**config.mk**
```make
export PLATFORM = sky130hd
export DESIGN_NAME = dmem_arbiter
export DESIGN_NICKNAME = d
export VERILOG_FILES = /design/src/rtl/config_pkg.sv /design/src/rtl/mem_pkg.sv /design/src/rtl/arb_wait_counter.sv /design/src/rtl/dmem_arbiter.sv
export SDC_FILE = /design/constraint.sdc
export NUM_CORES = 1
export LEC_CHECK = 0
export ABC_AREA = 1
export CAP_MARGIN = 20
export CORE_AREA = 2 2 96 98
export CTS_CLUSTER_SIZE = 28
export DETAILED_ROUTE_END_ITERATION = 10
export DIE_AREA = 0 0 98 100
export DONT_BUFFER_PORTS = 1
export GPL_TIMING_DRIVEN = 0
export PLACE_DENSITY = 0.42
export SYNTH_ARGS = -nofsm -noshare
export SYNTH_HDL_FRONTEND = slang
export SYNTH_SLANG_ARGS = --single-unit
```
**constraint.sdc**
```tcl
create_clock -name clk -period 1 [get_ports clk]
set_clock_uncertainty 0.05 [all_clocks]
set_input_delay 0.15 -clock clk [delete_from_list [all_inputs] [get_ports clk]]
set_output_delay 0.15 -clock clk [all_outputs]
set_load 0.05 [all_outputs]
```
**src/rtl/config_pkg.sv**
```systemverilog
// Core-wide configuration constants.
package config_pkg;

    localparam int DMemAddrWidth = 12;

endpackage

```
**src/rtl/mem_pkg.sv**
```systemverilog
// Data memory access types shared by the LSU, arbiter and memory.
package mem_pkg;

    typedef enum logic [1:0] {
        MEM_BYTE = 2'd0,
        MEM_HALF = 2'd1,
        MEM_WORD = 2'd2
    } mem_width_t;

    typedef enum logic [1:0] {
        OWNER_NONE = 2'd0,
        OWNER_CORE = 2'd1,
        OWNER_DMA  = 2'd2
    } arb_owner_t;

endpackage

```
**src/rtl/arb_wait_counter.sv**
```systemverilog
// Saturating DMA stall counter; raises boost after MaxWait stalled cycles.
module arb_wait_counter #(
    parameter int MaxWait = 4
) (
    input  logic clk,
    input  logic reset,
    input  logic dma_req,
    input  logic dma_ack,
    output logic boost
);

    localparam int CntW = $clog2(MaxWait + 1);

    logic [CntW-1:0] wait_cnt;

    always_ff @(posedge clk or negedge reset) begin
        if (!reset) begin
            wait_cnt <= '0;
        end else if (!dma_req || dma_ack) begin
            wait_cnt <= '0;
        end else if (wait_cnt != CntW'(MaxWait)) begin
            wait_cnt <= wait_cnt + 1'b1;
        end
    end

    assign boost = (wait_cnt == CntW'(MaxWait));

endmodule

```
**src/rtl/dmem_arbiter.sv**
```systemverilog
// Shares the data memory between core LSU and DMA/debug requester.
// Define DMEM_ARB_FAIR_EN for starvation-free DMA (boost after MaxWait stalls).
module dmem_arbiter
    import config_pkg::*;
    import mem_pkg::*;
#(
    parameter int MaxWait = 4
) (
    input  logic                     clk,
    input  logic                     reset,
    input  logic                     core_req,
    input  logic                     core_we,
    input  mem_width_t               core_width,
    input  logic                     core_sign_extend,
    input  logic [DMemAddrWidth-1:0] core_addr,
    input  logic [31:0]              core_wdata,
    output logic                     core_ack,
    output logic [31:0]              core_rdata,
    output logic                     core_err,
    input  logic                     dma_req,
    input  logic                     dma_we,
    input  mem_width_t               dma_width,
    input  logic                     dma_sign_extend,
    input  logic [DMemAddrWidth-1:0] dma_addr,
    input  logic [31:0]              dma_wdata,
    output logic                     dma_ack,
    output logic                     dma_rvalid,
    output logic [31:0]              dma_rdata,
    output logic                     dma_err,
    output logic                     mem_write_enable,
    output mem_width_t               mem_width,
    output logic                     mem_sign_extend,
    output logic [DMemAddrWidth-1:0] mem_address,
    output logic [31:0]              mem_data_in,
    input  logic [31:0]              mem_data_out,
    input  logic                     mem_alignment_error
);

    if (MaxWait < 1 || MaxWait > 15) begin : g_bad_max_wait
        $error("dmem_arbiter: MaxWait must be in 1..15");
    end

    arb_owner_t owner;
    logic       boost;
    logic       owner_we;

`ifdef DMEM_ARB_FAIR_EN
    arb_wait_counter #(
        .MaxWait(MaxWait)
    ) u_wait_counter (
        .clk    (clk),
        .reset  (reset),
        .dma_req(dma_req),
        .dma_ack(dma_ack),
        .boost  (boost)
    );
`else
    assign boost = 1'b0;
`endif

    // Nothing is granted while reset is held, so no write can slip through.
    always_comb begin
        owner = OWNER_NONE;
        if (!reset) begin
            owner = OWNER_NONE;
        end else if (boost && dma_req) begin
            owner = OWNER_DMA;
        end else if (core_req) begin
            owner = OWNER_CORE;
        end else if (dma_req) begin
            owner = OWNER_DMA;
        end
    end

    assign core_ack = (owner == OWNER_CORE);
    assign dma_ack  = (owner == OWNER_DMA);

    always_comb begin
        mem_width       = core_width;
        mem_sign_extend = core_sign_extend;
        mem_address     = core_addr;
        mem_data_in     = core_wdata;
        owner_we        = core_ack & core_we;
        if (dma_ack) begin
            mem_width       = dma_width;
            mem_sign_extend = dma_sign_extend;
            mem_address     = dma_addr;
            mem_data_in     = dma_wdata;
            owner_we        = dma_we;
        end
    end

    assign mem_write_enable = owner_we & ~mem_alignment_error;

    assign core_rdata = core_ack ? mem_data_out : 32'h0;
    assign core_err   = core_ack & mem_alignment_error;

    always_ff @(posedge clk or negedge reset) begin
        if (!reset) begin
            dma_rvalid <= 1'b0;
            dma_rdata  <= 32'h0;
            dma_err    <= 1'b0;
        end else begin
            dma_rvalid <= dma_ack;
            if (dma_ack) begin
                dma_rdata <= mem_data_out;
                dma_err   <= mem_alignment_error;
            end
        end
    end

endmodule
```
==> results of run 1 <==
==> registers in the layout, summed over array words and instances (netlist names) <==
name	cells
dma_rdata	32
dma_rvalid	1
dma_err	1
==> routing by layer <==
metal	part of all wire	vias to the layer above	wire length, um
li1	-	1053	-
met1	0.34	1072	3137
met2	0.56	137	5204
met3	0.093	11	873
met4	0.015	0	137
met5	0	-	0
==> power groups by stage <==
stage / sequential [mW] / combinational (mW) / clock (mW)
2_1_floorplan: 2.49 / 1.46 / 0
3_3_place_gp: 2.56 / 1.58 / 0
3_5_place_dp: 2.55 / 1.60 / 0
4_1_cts: 2.58 / 1.94 / 1.13
5_1_grt: 2.60 / 2.22 / 1.18
6_report: 2.58 / 2.09 / 1.06
==> cells by family (layout without fill, tap and decap cells) <==
group                  Yosys count  after routing  share of synthesized area
flip-flops                      34             34                     0.4084
AND/OR/NAND/NOR                214            214                     0.3910
AO/OA/AOI/OAI                   33             33                    0.07928
buffers and inverters           55             80                     0.1213
==> cells in the final DEF, fill, tap and decap left out, drive strengths merged <==
| cell type | n |
|---|---|
| dfrtp | 34 |
| nand2 | 177 |
| clkinvlp | 1 |
| dlygate4sd3 | 2 |
| nand3 | 3 |
| o21ai | 33 |
| inv | 34 |
| clkbuf | 13 |
| nor2 | 34 |
| clkinv | 1 |
| buf | 29 |
==> cell type report <==
class / instances / area (sq um) / area share
timing repair buffer: 17 / 242.7 / 0.05474
multi-input combinational: 247 / 2656 / 0.5990
clock inverter: 1 / 5.005 / 0.001129
tap: 111 / 138.9 / 0.03132
clock buffer: 7 / 86.33 / 0.01947
buffer: 20 / 276.5 / 0.06236
sequential: 34 / 893.4 / 0.2015
inverter: 35 / 135.1 / 0.03047
==> repair_timing <==
| item | 4_1_cts | 5_1_grt |
|---|---|---|
| gates resized for setup | 229 | 56 |
| setup endpoints to repair | 104 | 85 |
| endpoints found under the hold margin | 36 | 34 |
| cloned | 5 | 0 |
| pin swaps | 60 | 44 |
| buffers inserted | 10 | 2 |
==> cells in the mapped netlist (all sizes together) <==
cell / instances
nand2: 177
inv: 35
clkbuf: 6
nor2: 34
o21ai: 33
buf: 14
dfrtp: 34
nand3: 3
==> critical path: cells and delay by family <==
family / cells / cell delay [ns]
and+or+nand+nor: 4 / 0.31
buffers and inverters: 3 / 0.43
==> metrics by stage <==
step           setup TNS (ns)  instances  cell area (sq um)
3_5_place_dp           -13.26        447               2867
6_report               -3.539        472               4434
5_1_grt                -6.263        472               4434
2_1_floorplan         -0.5118        336               2728
4_1_cts                -5.200        472               4103
3_3_place_gp           -11.95        447               2867
==> worst max path at each step <==
stage	to	slack, ns	depth (start not counted)
finish	mem_data_in[25]	-0.11	7
floorplan	mem_data_in[21]	-0.05	6
global placement	mem_data_in[26]	-0.30	6
CTS	mem_data_in[29]	-0.15	7
global route	mem_data_in[21]	-0.15	6
detailed placement	mem_data_in[26]	-0.32	6
==> results.yml, run 1 <==
run_status:
  run_status: "complete, but fails checks"
  failed_checks: "negative hold slack, negative setup slack"
pwr:
  leakagePower_nw: 1.864
  p_int_mw: 2.806
  report.power.total_mw: 5.735
  sequentialPowerShare: 0.449
  power.clock.fraction: 0.186
  power-per-cell-area_nw_per_um2: 1293
  ir_worst_vdd_mv: 0.6726
  p_sw_frac: 0.5106
  power.net_switching_mw: 2.929
  comb_power_share: 0.365
clock_network:
  hold_bufs_at_cts: 2
  clock_tree.root_cell: "clkbuf_8"
  clkTransAtPathRegs_ns: 0.07
  tritoncts: "done"
  cts.path.max_buffers: 2
  clock_insertion_delay_at_the_later_pin_of_the_skew_report_ns: 0.28
  cts_made_buffers: 5
  clock-sinks: 34
  h-tree-depth: 2
global_route:
  grt_usage: 0.1702
  first_global_vias: 2271
  antenna_found_initial: 0
  met3_resource_use_gr: 0.06407
  pin_count_of_the_biggest_net_entering_global_routing: 38
  grt.overflow.total: 0
  met1_track_utilization_from_global_routing: 0.1992
  global_route.usage.met2: 0.3019
  global_route_wire_length_before_repair_mm: 13.19
  grt_busiest_layer: "met2"
finish:
  fillerInstances: 786
  utilization: 0.4988
  diodes: 0
  final_nets: 493
  drive_gt1_frac: 0.6731
  synthToLayoutAreaGrowth_pct: 112.9
timing:
  period_minus_slack_ns: 1.106
  fmax_ghz: 0.9038
  final_critical_path_setup_slack_ns: -0.1065
  max_slew.worst_pin.slew_ns: 0.3955
  grt_setup_unrepaired: "true"
  max_slew_margin: 0.7363
  hold-worst-slack_ns: -0.4971
  drv_slew: 0
  finalHoldViolCount: 34
  fin_crit_sh: 1.106
  report.final.setup_viol: 78
synth:
  synth_area_leader_cell: "dfrtp_1"
  syn_area_sq_um: 2083
  fraction_of_the_yosys_area_taken_by_sequential_cells: 0.4084
  synth_area_per_cell_sq_um: 6.200
  synthesis.instances: 336
  synth.net_count: 469
  post_synth_num_cell_types: 14
  ys_seq_elements: 34
  yosys_warn_count: 0
  yosys.area.top_type_share: 0.4084
  synthTopCellsByArea: "dfrtp_1, nand2_1, o21ai_0"
worst_hold_path:
  hold_path_class: "primary input to async pin"
floorplan:
  start_util: 0.2343
  placement_rows: 35
  die_height_um: 100
  die-area_sq_um: 9800
  boundaryPins: 250
  die_width_um: 98
  core-area_sq_um: 8890
placed_design:
  placement.setup.worst_slack_ns: -0.3245
  place_congestion: 0.7244
  numPortBuffers: 0
  dp.final_hpwl_mm: 6.311
setup_path:
  worst_ep_required_time_ns: 0.80
  cpMostUsedCell: "buf_12"
  critical_path.max_fanout: 37
  critPathLaunchType: "primary input"
  cp_slowest_stage_delay_ns: 0.15
  timing.critical_path.cells: "nand2_8 > nor2_4 > buf_12 > buf_12 > buf_12 > nand2_4 > nand2_8"
  endpoint_kind: "output pin"
  startpoint: "reset"
  setup.reg_to_reg.worst_slack_ns: 0.11
  crit-reg2reg-launch: "dma_rdata[5]"
  worstRegToRegCells: 2
  r2r_endpoint: "dma_rdata[5]"
  crit_path_class: "primary input to output pin"
  critical_path_at_ns: 0.91
  slowest_stage: "buf_12"
routing:
  drc: 0
  avgRoutedWirePerCell_um: 19.81
  route.antenna.remaining_nets: 0
  dr_total_vias: 2273
  routed_wl_mm: 9.351
  vias_per_cell: 4.816
  drt_iter0_drc: 46
  detail_route.first_pass.iterations: 4
run:
  drv.max_cap_violation_count: 0
(Power assumes the default switching activity.)
==> inputs of run 2 (changes only) <==
--- a/config.mk
+++ b/config.mk
@@ -8,12 +8,15 @@
 export ABC_AREA = 1
 export CAP_MARGIN = 20
 export CORE_AREA = 2 2 96 98
+export CTS_CLUSTER_DIAMETER = 30
 export CTS_CLUSTER_SIZE = 28
 export DETAILED_ROUTE_END_ITERATION = 10
 export DIE_AREA = 0 0 98 100
 export DONT_BUFFER_PORTS = 1
 export GPL_TIMING_DRIVEN = 0
 export PLACE_DENSITY = 0.42
+export REMOVE_ABC_BUFFERS = 1
+export SETUP_SLACK_MARGIN = 0.02
 export SYNTH_ARGS = -nofsm -noshare
 export SYNTH_HDL_FRONTEND = slang
 export SYNTH_SLANG_ARGS = --single-unit
==> run 2 against run 1 <==
Compared with the run above:
- the flow still finishes with violations (negative hold slack, negative setup slack)
- final area decreased by 2.0%
- routed wire length increased by 16%
- via count increased by 3.8%
- utilization is 1.0 points lower
- clock power about the same
- critical path depth stayed put
- die area is the same
- critical endpoint unchanged
==> results.yml, run 2 (same netlist as run 1, synthesis figures left out) <==
run_status:
  failed_checks: "negative hold slack, negative setup slack"
  run_status: "complete, but fails checks"
clock_network:
  cts.path.max_buffers: 2
  clock_insertion_delay_at_the_later_pin_of_the_skew_report_ns: 0.28
  h-tree-depth: 2
  clock-sinks: 34
  cts_made_buffers: 5
  clkTransAtPathRegs_ns: 0.08
  clock_tree.root_cell: "clkbuf_8"
  tritoncts: "done"
finish:
  final_cell_mix: "nand2_1, nand2_8, nand2_4"
  layout.cells.most_common: "nand2_1"
  drive_gt1_frac: 0.6133
  largest-register: "dma_rdata"
  reg.largest.list: "dma_rdata (32), dma_err (1), dma_rvalid (1)"
  synthToLayoutAreaGrowth_pct: 108.5
  flip_flop_count_of_the_largest_register_all_copies_and_words_added: 32
  final_nets: 494
  diodes: 0
  utilization: 0.4887
timing:
  drv_slew: 0
  max_slew_margin: 0.6341
  grt_setup_unrepaired: "true"
  hold-worst-slack_ns: -0.4936
  fmax_ghz: 0.8793
  report.final.setup_viol: 93
  max_slew.worst_pin.slew_ns: 0.5483
  finalHoldViolCount: 34
  fin_crit_sh: 1.137
  finalSetupTns_ns: -4.204
  final_critical_path_setup_slack_ns: -0.1372
  period_minus_slack_ns: 1.137
routing:
  detail_route.first_pass.iterations: 4
  vias_per_cell: 4.987
  routed_wl_mm: 10.86
  dr_total_vias: 2359
  drc: 0
  avgRoutedWirePerCell_um: 22.96
  route.antenna.remaining_nets: 0
  drt_iter0_drc: 40
floorplan:
  boundaryPins: 250
  start_util: 0.2343
  core-area_sq_um: 8890
  placement_rows: 35
  die_height_um: 100
  die-area_sq_um: 9800
  die_width_um: 98
setup_path:
  slowest_stage: "nand2_4"
  critical_path_at_ns: 0.94
  critical_path.max_fanout: 39
  timing.critical_path.cells: "nand2_8 > nor2_4 > buf_12 > buf_12 > buf_16 > nand2_2 > nand2_4"
  cp_slowest_stage_delay_ns: 0.15
  cpMostUsedCell: "buf_12"
  crit_path_class: "primary input to output pin"
  endpoint_kind: "output pin"
  worstRegToRegCells: 2
  critPathLaunchType: "primary input"
  worst_ep_required_time_ns: 0.80
placed_design:
  place_congestion: 0.7439
  numPortBuffers: 0
  dp.final_hpwl_mm: 5.661
pwr:
  leakagePower_nw: 1.820
  ir_worst_vdd_mv: 0.8041
  power-per-cell-area_nw_per_um2: 1316
global_route:
  met1_track_utilization_from_global_routing: 0.1988
  grt_usage: 0.1862
  met3_resource_use_gr: 0.06476
  global_route_wire_length_before_repair_mm: 13.72
  grt_busiest_layer: "met2"
  grt.overflow.total: 0
  global_route.usage.met2: 0.3367
  pin_count_of_the_biggest_net_entering_global_routing: 41
  antenna_found_initial: 0
  first_global_vias: 2325
run:
  drv.max_cap_violation_count: 0
worst_hold_path:
  hold_path_class: "primary input to async pin"
run 2: layout make-up:
type | count | area, sq um
Fill cell | 755 | 4546
Multi-Input combinational cell | 249 | 2406
Sequential cell | 34 | 893.4
Timing Repair Buffer | 36 | 653.1
Inverter | 35 | 161.4
Tap cell | 111 | 138.9
Clock buffer | 7 | 86.33
Clock inverter | 1 | 5.005
run 2: path summary, 6_finish.rpt:
check                      slack (ns)               to             start
min in group clk                 0.02    dma_rdata[18]  mem_data_out[18]
max in group asynchronous        1.29       dma_rvalid             reset
setup reg to reg                 0.09    dma_rdata[20]     dma_rdata[20]
setup / recovery                -0.14  mem_data_in[25]             reset
hold reg to reg                  0.65    dma_rdata[31]     dma_rdata[31]
hold / removal                  -0.49    dma_rdata[21]             reset
run 2: worst max-delay path: cells and delay by family:
kind / cells / cell delay, ns
and+or+nand+nor: 4 / 0.36
buffers and inverters: 3 / 0.40
run 2: metrics by stage:
stage                     setup slack, ns  cell area, sq um  cells  power (mW)
after floorplan                    -1.237              1962    316       3.620
after global placement             -1.839              2101    427       3.807
after detailed placement           -1.185              2161    429       3.825
after CTS                         -0.1857              3642    465       5.497
after global routing              -0.1629              4344    473       5.989
final                             -0.1372              4344    473       5.715
run 2: routing by layer:
layer / share of wire / wire [um]
met5: 0 / 0
met2: 0.53 / 5791
met4: 0.040 / 438
met1: 0.33 / 3534
met3: 0.10 / 1093
run 2: timing repair:
| action | CTS | global route |
|---|---|---|
| endpoints found under the hold margin | 41 | 35 |
| setup buffers | 12 | 4 |
| setup endpoints to repair | 120 | 135 |
| gates cloned | 9 | 4 |
| gates resized for setup | 271 | 99 |
| pin swaps | 24 | 35 |
| hold buffers | 7 | 1 |
run 2: power by group:
group	leakage, nW	internal (mW)	switching (mW)
Combinational	1.39	0.623	1.46
Sequential	0.384	1.62	0.942
Clock	0.0482	0.556	0.505
Total	1.82	2.80	2.91
